`src/rtl/pixel_parallelizer_pkg.sv`:
```
// Shared types and constants for the pixel_parallelizer block.
package pixel_parallelizer_pkg;

  typedef enum logic {
    WAIT_SOF = 1'b0,
    PACK     = 1'b1
  } state_t;

  localparam int SOF_BIT = 0;
  localparam int EOF_BIT = 1;

endpackage

```
`src/rtl/pixel_parallelizer_burst_out_reg.sv`:
```
// Single-entry holding register for packed bursts, with valid/ready drain.
// A load always wins over a drain, so a completing burst can replace a departing one.
module burst_out_reg #(
  parameter int DATA_WIDTH = 100,
  parameter int USER_WIDTH = 2
) (
  input  logic                  clk,
  input  logic                  resetn,
  input  logic                  load,
  input  logic [DATA_WIDTH-1:0] load_data,
  input  logic [USER_WIDTH-1:0] load_user,
  input  logic                  ready,
  output logic                  valid,
  output logic [DATA_WIDTH-1:0] data,
  output logic [USER_WIDTH-1:0] user
);

  always_ff @(posedge clk or negedge resetn) begin
    if (!resetn) begin
      valid <= 1'b0;
      data  <= '0;
      user  <= '0;
    end else if (load) begin
      valid <= 1'b1;
      data  <= load_data;
      user  <= load_user;
    end else if (ready) begin
      valid <= 1'b0;
    end
  end

endmodule

```
`src/rtl/pixel_parallelizer.sv`:
```
// Packs a one-pixel-per-beat stream into PIXELS_PER_BURST-wide bursts aligned to SOF.
// Define PIXEL_PARALLELIZER_ASSERT_EN to compile in the SVA checks.
module pixel_parallelizer
  import pixel_parallelizer_pkg::*;
#(
  parameter int PIXEL_BIT_WIDTH  = 10,
  parameter int PIXELS_PER_BURST = 10,
  parameter int USER_WIDTH       = 2,
  parameter int IN_ROWS          = 20,
  parameter int IN_COLS          = 20
) (
  input  logic                                     clk,
  input  logic                                     s_axis_resetn,
  input  logic                                     s_axis_tvalid,
  output logic                                     s_axis_tready,
  input  logic [PIXEL_BIT_WIDTH-1:0]               s_axis_tdata,
  input  logic [USER_WIDTH-1:0]                    s_axis_tuser,
  output logic                                     m_axis_tvalid,
  input  logic                                     m_axis_tready,
  output logic [PIXEL_BIT_WIDTH*PIXELS_PER_BURST-1:0] m_axis_tdata,
  output logic [USER_WIDTH-1:0]                    m_axis_tuser,
  output logic                                     resync_err
);

  localparam int TOTAL   = IN_ROWS * IN_COLS;
  localparam int PPB     = PIXELS_PER_BURST;
  localparam int W       = PIXEL_BIT_WIDTH;
  localparam int BURST_W = $clog2(PPB);
  localparam int FRAME_W = $clog2(TOTAL + 1);

  if ((TOTAL % PPB) != 0) begin : g_bad_geometry
    $error("IN_ROWS*IN_COLS must be a multiple of PIXELS_PER_BURST");
  end
  if (USER_WIDTH < 2 || PPB < 2) begin : g_bad_widths
    $error("USER_WIDTH must be >= 2 and PIXELS_PER_BURST >= 2");
  end

  state_t               state;
  logic [BURST_W-1:0]   cnt_idx_in_burst;
  logic [FRAME_W-1:0]   cnt_idx_in_frame;
  logic [W-1:0]         pack [PPB];
  logic                 rdy_en;

  logic                 accept;
  logic                 sof_in;
  logic                 last_slot;
  logic                 frame_last;
  logic                 first_burst;
  logic                 complete;
  logic [W*PPB-1:0]     word;
  logic [USER_WIDTH-1:0] word_user;

  assign sof_in      = s_axis_tuser[SOF_BIT];
  assign last_slot   = (state == PACK) && (cnt_idx_in_burst == BURST_W'(PPB - 1));
  assign frame_last  = (cnt_idx_in_frame == FRAME_W'(TOTAL - 1));
  assign first_burst = (cnt_idx_in_frame == FRAME_W'(PPB - 1));

  // Only a burst-completing beat can be blocked, and only when the output slot cannot free up.
  assign s_axis_tready = rdy_en && !(last_slot && m_axis_tvalid && !m_axis_tready);
  assign accept        = s_axis_tvalid && s_axis_tready;
  assign complete      = accept && last_slot && !sof_in;

  always_comb begin
    word = '0;
    for (int k = 0; k < PPB - 1; k++) begin
      word[k*W +: W] = pack[k];
    end
    word[(PPB-1)*W +: W] = s_axis_tdata;
    word_user          = '0;
    word_user[SOF_BIT] = first_burst;
    word_user[EOF_BIT] = frame_last;
  end

  always_ff @(posedge clk or negedge s_axis_resetn) begin
    if (!s_axis_resetn) begin
      rdy_en <= 1'b0;
    end else begin
      rdy_en <= 1'b1;
    end
  end

  always_ff @(posedge clk or negedge s_axis_resetn) begin
    if (!s_axis_resetn) begin
      state            <= WAIT_SOF;
      cnt_idx_in_burst <= '0;
      cnt_idx_in_frame <= '0;
      resync_err       <= 1'b0;
      for (int k = 0; k < PPB; k++) begin
        pack[k] <= '0;
      end
    end else if (accept) begin
      if (sof_in) begin
        // SOF always restarts the frame; mid-frame it drops the partial burst.
        pack[0]          <= s_axis_tdata;
        cnt_idx_in_burst <= BURST_W'(1);
        cnt_idx_in_frame <= FRAME_W'(1);
        state            <= PACK;
        if (state == PACK) begin
          resync_err <= 1'b1;
        end
      end else if (state == PACK) begin
        if (last_slot) begin
          cnt_idx_in_burst <= '0;
          if (frame_last) begin
            cnt_idx_in_frame <= '0;
            state            <= WAIT_SOF;
          end else begin
            cnt_idx_in_frame <= cnt_idx_in_frame + FRAME_W'(1);
          end
        end else begin
          pack[cnt_idx_in_burst] <= s_axis_tdata;
          cnt_idx_in_burst       <= cnt_idx_in_burst + BURST_W'(1);
          cnt_idx_in_frame       <= cnt_idx_in_frame + FRAME_W'(1);
        end
      end
    end
  end

  burst_out_reg #(
    .DATA_WIDTH(W * PPB),
    .USER_WIDTH(USER_WIDTH)
  ) u_out (
    .clk      (clk),
    .resetn   (s_axis_resetn),
    .load     (complete),
    .load_data(word),
    .load_user(word_user),
    .ready    (m_axis_tready),
    .valid    (m_axis_tvalid),
    .data     (m_axis_tdata),
    .user     (m_axis_tuser)
  );

`ifdef PIXEL_PARALLELIZER_ASSERT_EN
  logic               a_sys;
  logic [FRAME_W-1:0] a_bidx;

  // Systematic frames are recognised by their first burst starting 0,1.
  always_ff @(posedge clk or negedge s_axis_resetn) begin
    if (!s_axis_resetn) begin
      a_sys  <= 1'b0;
      a_bidx <= '0;
    end else if (m_axis_tvalid && m_axis_tready) begin
      if (m_axis_tuser[SOF_BIT]) begin
        a_sys  <= (m_axis_tdata[0 +: W] == W'(0)) && (m_axis_tdata[W +: W] == W'(1));
        a_bidx <= FRAME_W'(1);
      end else begin
        a_bidx <= a_bidx + FRAME_W'(1);
      end
    end
  end

  a_stable: assert property (@(posedge clk) disable iff (!s_axis_resetn)
    (m_axis_tvalid && !m_axis_tready) |=>
      (m_axis_tvalid && $stable(m_axis_tdata) && $stable(m_axis_tuser)));

  a_sof_eof: assert property (@(posedge clk) disable iff (!s_axis_resetn)
    (TOTAL > PPB && m_axis_tvalid) |->
      !(m_axis_tuser[SOF_BIT] && m_axis_tuser[EOF_BIT]));

  for (genvar k = 0; k < PPB; k++) begin : g_sys_chk
    a_sys_pixel: assert property (@(posedge clk) disable iff (!s_axis_resetn)
      (m_axis_tvalid && a_sys && !m_axis_tuser[SOF_BIT]) |->
        (m_axis_tdata[k*W +: W] == W'(int'(a_bidx) * PPB + k)));
  end
`endif

endmodule
```
`config.mk`:
```
export PLATFORM = sky130hd
export DESIGN_NAME = pixel_parallelizer
export DESIGN_NICKNAME = d
export VERILOG_FILES = /design/src/rtl/pixel_parallelizer_pkg.sv /design/src/rtl/pixel_parallelizer_burst_out_reg.sv /design/src/rtl/pixel_parallelizer.sv
export SDC_FILE = /design/constraint.sdc
export NUM_CORES = 1
export LEC_CHECK = 0
export CORE_MARGIN = 4
export CORE_UTILIZATION = 54
export CTS_BUF_LIST = sky130_fd_sc_hd__clkbuf_4 sky130_fd_sc_hd__clkbuf_8 sky130_fd_sc_hd__clkbuf_16
export DETAILED_ROUTE_END_ITERATION = 16
export GPL_ROUTABILITY_DRIVEN = 1
export PLACE_DENSITY = 0.79
export REMOVE_ABC_BUFFERS = 1
export SKIP_CTS_REPAIR_TIMING = 1
export SKIP_LAST_GASP = 1
export SYNTH_ARGS = -nofsm -noshare
export SYNTH_HDL_FRONTEND = slang
export SYNTH_SLANG_ARGS = --single-unit
```
`constraint.sdc`:
```
create_clock -name clk -period 4.1 [get_ports clk]
set_input_delay 1.23 -clock clk [delete_from_list [all_inputs] [get_ports clk]]
set_output_delay 1.23 -clock clk [all_outputs]
set_load 0.02 [all_outputs]
```
# Word level (Yosys, flattened, before mapping)
# Cells that the tools add are included.
classes:
  addsub: 2
  n_lt_le_gt_ge: 2
  eq_ne: 4
  muxes: 19
  n_bitwise: 3
  n_reduce_logical: 17
ops:
  columns: ["operator", "n"]
  rows:
  - ["100-bit two-way mux", 2]
  - ["100-bit bitwise mux", 1]
  - ["10-bit demux with 4-bit select", 1]
  - ["9-bit two-way mux", 4]
  - ["10-bit two-way mux", 2]
  - ["4-bit two-way mux", 3]
  - ["9-bit by 1-bit adder with 9-bit output (second input constant)", 1]
  - ["9-bit by 4-bit equality test with 1-bit output (second input constant)", 1]
  - ["9-bit equality test (second input constant)", 1]
  - ["1-bit logical AND", 8]
  - ["1-bit two-way mux", 6]
  - ["3-bit AND reduction", 2]
  - ["5-bit >= comparator (second input constant)", 1]
  - ["5-bit by 1-bit < comparator with 1-bit output (second input constant)", 1]
  - ["4-bit NOT with 5-bit output", 1]
  - ["4-bit by 1-bit adder with 4-bit output (second input constant)", 1]
  - ["4-bit equality test (second input constant)", 1]
  - ["4-bit AND reduction", 1]
  - ["2-bit nonzero test", 2]
  - ["1-bit zero test", 3]
  - ["2-bit inequality test (second input constant)", 1]
  - ["1-bit NOT", 2]
  - ["2-bit AND reduction", 1]
totals:
  reg_bits: 219
  output_inout_bits: 105

# Depth between registers and ports, before layout
# Gate-level depths: netlist of the first run.
logic_depth:
  depth_word: 10
  ltp_mapped: 9

# Cells and area by module
# A second synthesis of the first run with hierarchy kept.
unflattened:
  hier_cells: 544
  area_unflattened_um2: 8216.6
by_module_without_submodules:
  columns: ["mod", "n_inst", "cells_per_inst", "area_per_inst_um2", "seq_area_each_um2"]
  rows:
  - ["pixel_parallelizer", 1, 326, 4377.9, 2652.5]
  - ["burst_out_reg", 1, 218, 3838.7, 2577.5]

# Worst setup path before layout of the first run
# Ideal clock, no wire load.
synth_timing:
  path_kind: "input port to output port"
  startpoint: "input port m_axis_tready"
  endpoint: "output port s_axis_tready"
  arrival_time_ps: 1957
  required_time_ps: 2870
  slack_ps: 913
  cell_stages: 2
  n_path_buf: 0
  cell_sequence: "and3b_1 > a21boi_0"
synth_between:
  elab_chain_cells: 4
synth_lines:
  columns: ["item", "line", "rtl"]
  rows:
  - ["start: declaration", "pixel_parallelizer.sv:19", "input logic m_axis_tready,"]
  - ["1-bit zero test", "pixel_parallelizer.sv:59", "assign s_axis_tready = rdy_en && !(last_slot && m_axis_tvalid && !m_axis_tready);"]
  - ["1-bit logical AND", "pixel_parallelizer.sv:59", null]
  - ["1-bit zero test", "pixel_parallelizer.sv:59", null]
  - ["1-bit logical AND", "pixel_parallelizer.sv:59", null]
  - ["end: declaration", "pixel_parallelizer.sv:15", "output logic s_axis_tready,"]
# Every way passes these cells.

# Worst setup path in the final report of the first run
# Same ends and word-level chain as after synthesis.

==> results of run 1 <==
Yosys cell counts, drive strengths merged, types with 3 or more instances:
cell	count	area [sq um]
dfrtp	209	5230
mux2	190	2350
buf	26	161
nand2	14	52.6
inv	9	33.8
o21ai	8	43.8
nand3	7	35.0
a21oi	6	33.8
clkbuf	6	22.5
ha	6	75.1
nand4	5	31.3
nor2	4	15.0
o22ai	4	25.0
and2	3	18.8
and4	3	26.3
nand2b	3	18.8
nor3	3	15.0
worst reg2reg max path: stages (launching register included):
cell     delay [ns]
dfrtp_1        0.65
and3b_1        0.28
buf_4          0.15
or3_4          0.52
buf_12         0.35
mux2_2         0.39
power groups by stage:
| stage | Combinational (mW) | Clock [mW] | Sequential, mW |
|---|---|---|---|
| floorplan | 0.334 | 0 | 2.51 |
| global placement | 0.484 | 0 | 2.53 |
| detailed placement | 0.520 | 0 | 2.55 |
| CTS | 0.522 | 2.00 | 2.52 |
| global route | 0.569 | 2.09 | 2.55 |
| finish | 0.514 | 1.96 | 2.52 |
flip-flops by register name, summed over array words and instances, names as in the netlist:
| name | flops |
|---|---|
| rdy_en | 1 |
| cnt_idx_in_frame | 9 |
| u_out.data | 100 |
| pack | 90 |
| u_out.user | 2 |
| u_out.valid | 1 |
| resync_err | 1 |
| cnt_idx_in_burst | 4 |
| state | 1 |
worst max path at each step:
stage,start,endpoint,slack (ns),cells after the start
floorplan,m_axis_tready,u_out.data[0],-0.97,3
CTS,m_axis_tready,s_axis_tready,0.13,4
global placement,m_axis_tready,s_axis_tready,0.16,4
global route,m_axis_tready,s_axis_tready,0.07,4
detailed placement,m_axis_tready,s_axis_tready,0.15,4
finish,m_axis_tready,s_axis_tready,0.13,4
logic make-up (layout without fill, tap and decap cells):
group / Yosys count / after routing / share of synthesized area, %
simple gates: 58 / 58 / 4.26
fa+ha+maj: 6 / 6 / 0.884
other cells: 1 / 1 / 0.0442
compound gates: 35 / 35 / 2.95
buf+inv: 41 / 171 / 2.56
flops: 209 / 209 / 61.6
mux: 190 / 190 / 27.7
metal layers:
| layer | routed length, microns | track usage (%) | vias up |
|---|---|---|---|
| met2 | 8800 | 33.5 | 105 |
| li1 | - | - | 2164 |
| met3 | 674 | 2.98 | 26 |
| met1 | 7310 | 25.9 | 2515 |
| met5 | 0 | 0 | - |
| met4 | 344 | 5.77 | 0 |
cell type report:
type,instances,area [sq um],share of cell area (%)
Tap cell,211,264,2.49
Multi-Input combinational cell,290,3050,28.8
Sequential cell,209,5230,49.4
Clock buffer,30,659,6.23
Timing Repair Buffer,125,1290,12.2
Inverter,9,33.8,0.319
Clock inverter,7,63.8,0.603
through the flow:
step / hold WS [ns] / setup TNS, ns
global placement: 0.468 / 0
detailed placement: 0.478 / 0
floorplan: 0.464 / -96.02
CTS: 0.499 / 0
finish: 0.492 / 0
global route: 0.512 / 0
==> results.toml, run 1 <==
[yosys]
avgSynthCellArea_sq_um = 15.7
ys_warn_count = 0
syn_area_sq_um = 8490
synth_cell_type_count = 47
synth_seq_cells = 209
synthCells = 540
ys_seq_area_share_pct = 61.6
synth_edf_count = 0
async_flop_share_pct = 100
synth_ff_type = "dfrtp_1"

[placement]
dp.cells = 844
io_buffer_count = 119
routabilityCongestion = 0.873
pre_cts_ws_ns = 0.148
hpwl_mm = 11.2
placed_area_sq_um = 9860

[global_route]
overflow = 0
grt_pass1_wl_mm = 28.1
grt_use_total_pct = 19.5
grt_pass1_vias = 5205
antenna_found_initial = 0
grt_max_degree = 98

[timing]
finalHoldViolCount = 0
setup_viol = 0
fin_crit_sh_pct = 96.8
fmax_ghz = 0.252
relSlewSlack_pct = 48.3
rsz0062_at_grt = "no"
tightest_slew_ns = 0.775
period_minus_slack_ns = 3.97
slew_viol_final = 0
fin_ws_ns = 0.130
skew_ns = 0.00893

[min_path]
hold_end = "u_out.user[0]"
worstHoldPathCells = 2
worstHoldStart = "u_out.user[0]"
hp-class = "reg -> reg"

[worst_setup_path]
cp_top_family = "buffers and inverters"
path_common_cell = "clkdlybuf4s50_1"
rr_startpoint = "state"
cp_max_fo = 2
worstReg2RegEnd = "u_out.data[18]"
crit_buf_inv = 2
rrSetupSlack_ns = 1.65
r2r_cells = 5
cpPeakStageDelay_ns = 0.64
crit_path_end_kind = "output pin"
worstSetupPathType = "in -> out"
path_cells = "clkdlybuf4s50_1 -> and3b_1 -> a21boi_0 -> clkdlybuf4s50_1"
cp.arrival_ns = 2.74
required_ns = 2.87
worst_setup_path_start_kind = "input pin"
cp_slowest_cell = "clkdlybuf4s50_1"

[finish]
layout.cells.most_common = "dfrtp_1"
syn_to_final_growth_pct = 24.7
final_cell_mix = "dfrtp_1, mux2_2, clkdlybuf4s50_1"
fin_nets = 679
layout.cells.non_filler = 881
final_core_util_pct = 69.1
fillCellCount = 1064
drive_above_1_share_pct = 36.0
fin_area_sq_um = 10600
antenna_cells = 0

[cts]
cts.path.max_buffers = 3
cts_max_level = 1
path_clk_slew_ns = 0.06
cts_tree = "yes"
root_buffer = "clkbuf_16"
insertion_delay_ns = 0.49
cts.sinks = 209
cts_buffers = 22

[drt]
drt_iter0_markers = 275
wl_per_cell_microns = 19.4
avgViaCountPerCell = 5.46
totalWireLength_mm = 17.1
route.detailed.drc = 0
dr.pass1.iters = 5
via_count = 4810
antenna_left = 0

[pwr]
p_comb_share_pct = 10.3
power_frac_seq_pct = 50.5
p_sw_share_pct = 23.5
peakVddDrop_mv = 0.282
p_per_area_nw_per_um2 = 471
finalPower_mw = 4.99
p_int_mw = 3.82
p_leak_nw = 5.20
p_switching_mw = 1.17
clockPowerShare_pct = 39.2

[floorplanning]
fp.dieArea_sq_um = 17800
die_y_microns = 133
coreArea_sq_um = 15300
die_x_microns = 133
rows = 45
io_pins = 121
start_util_pct = 55.4

[status]
outcome = "complete, no violations"

[job]
maxCapViolations = 0
Note: power is estimated with default switching activity, not from simulation.
==> run 2: changes to the inputs <==
--- a/config.mk
+++ b/config.mk
@@ -9,11 +9,11 @@
 export CORE_UTILIZATION = 54
 export CTS_BUF_LIST = sky130_fd_sc_hd__clkbuf_4 sky130_fd_sc_hd__clkbuf_8 sky130_fd_sc_hd__clkbuf_16
 export DETAILED_ROUTE_END_ITERATION = 16
-export GPL_ROUTABILITY_DRIVEN = 1
 export PLACE_DENSITY = 0.79
 export REMOVE_ABC_BUFFERS = 1
 export SKIP_CTS_REPAIR_TIMING = 1
 export SKIP_LAST_GASP = 1
+export SLEW_MARGIN = 20
 export SYNTH_ARGS = -nofsm -noshare
 export SYNTH_HDL_FRONTEND = slang
 export SYNTH_SLANG_ARGS = --single-unit
==> results of run 2 <==
Final layout, timing and power as in run 1 (identical DEF).
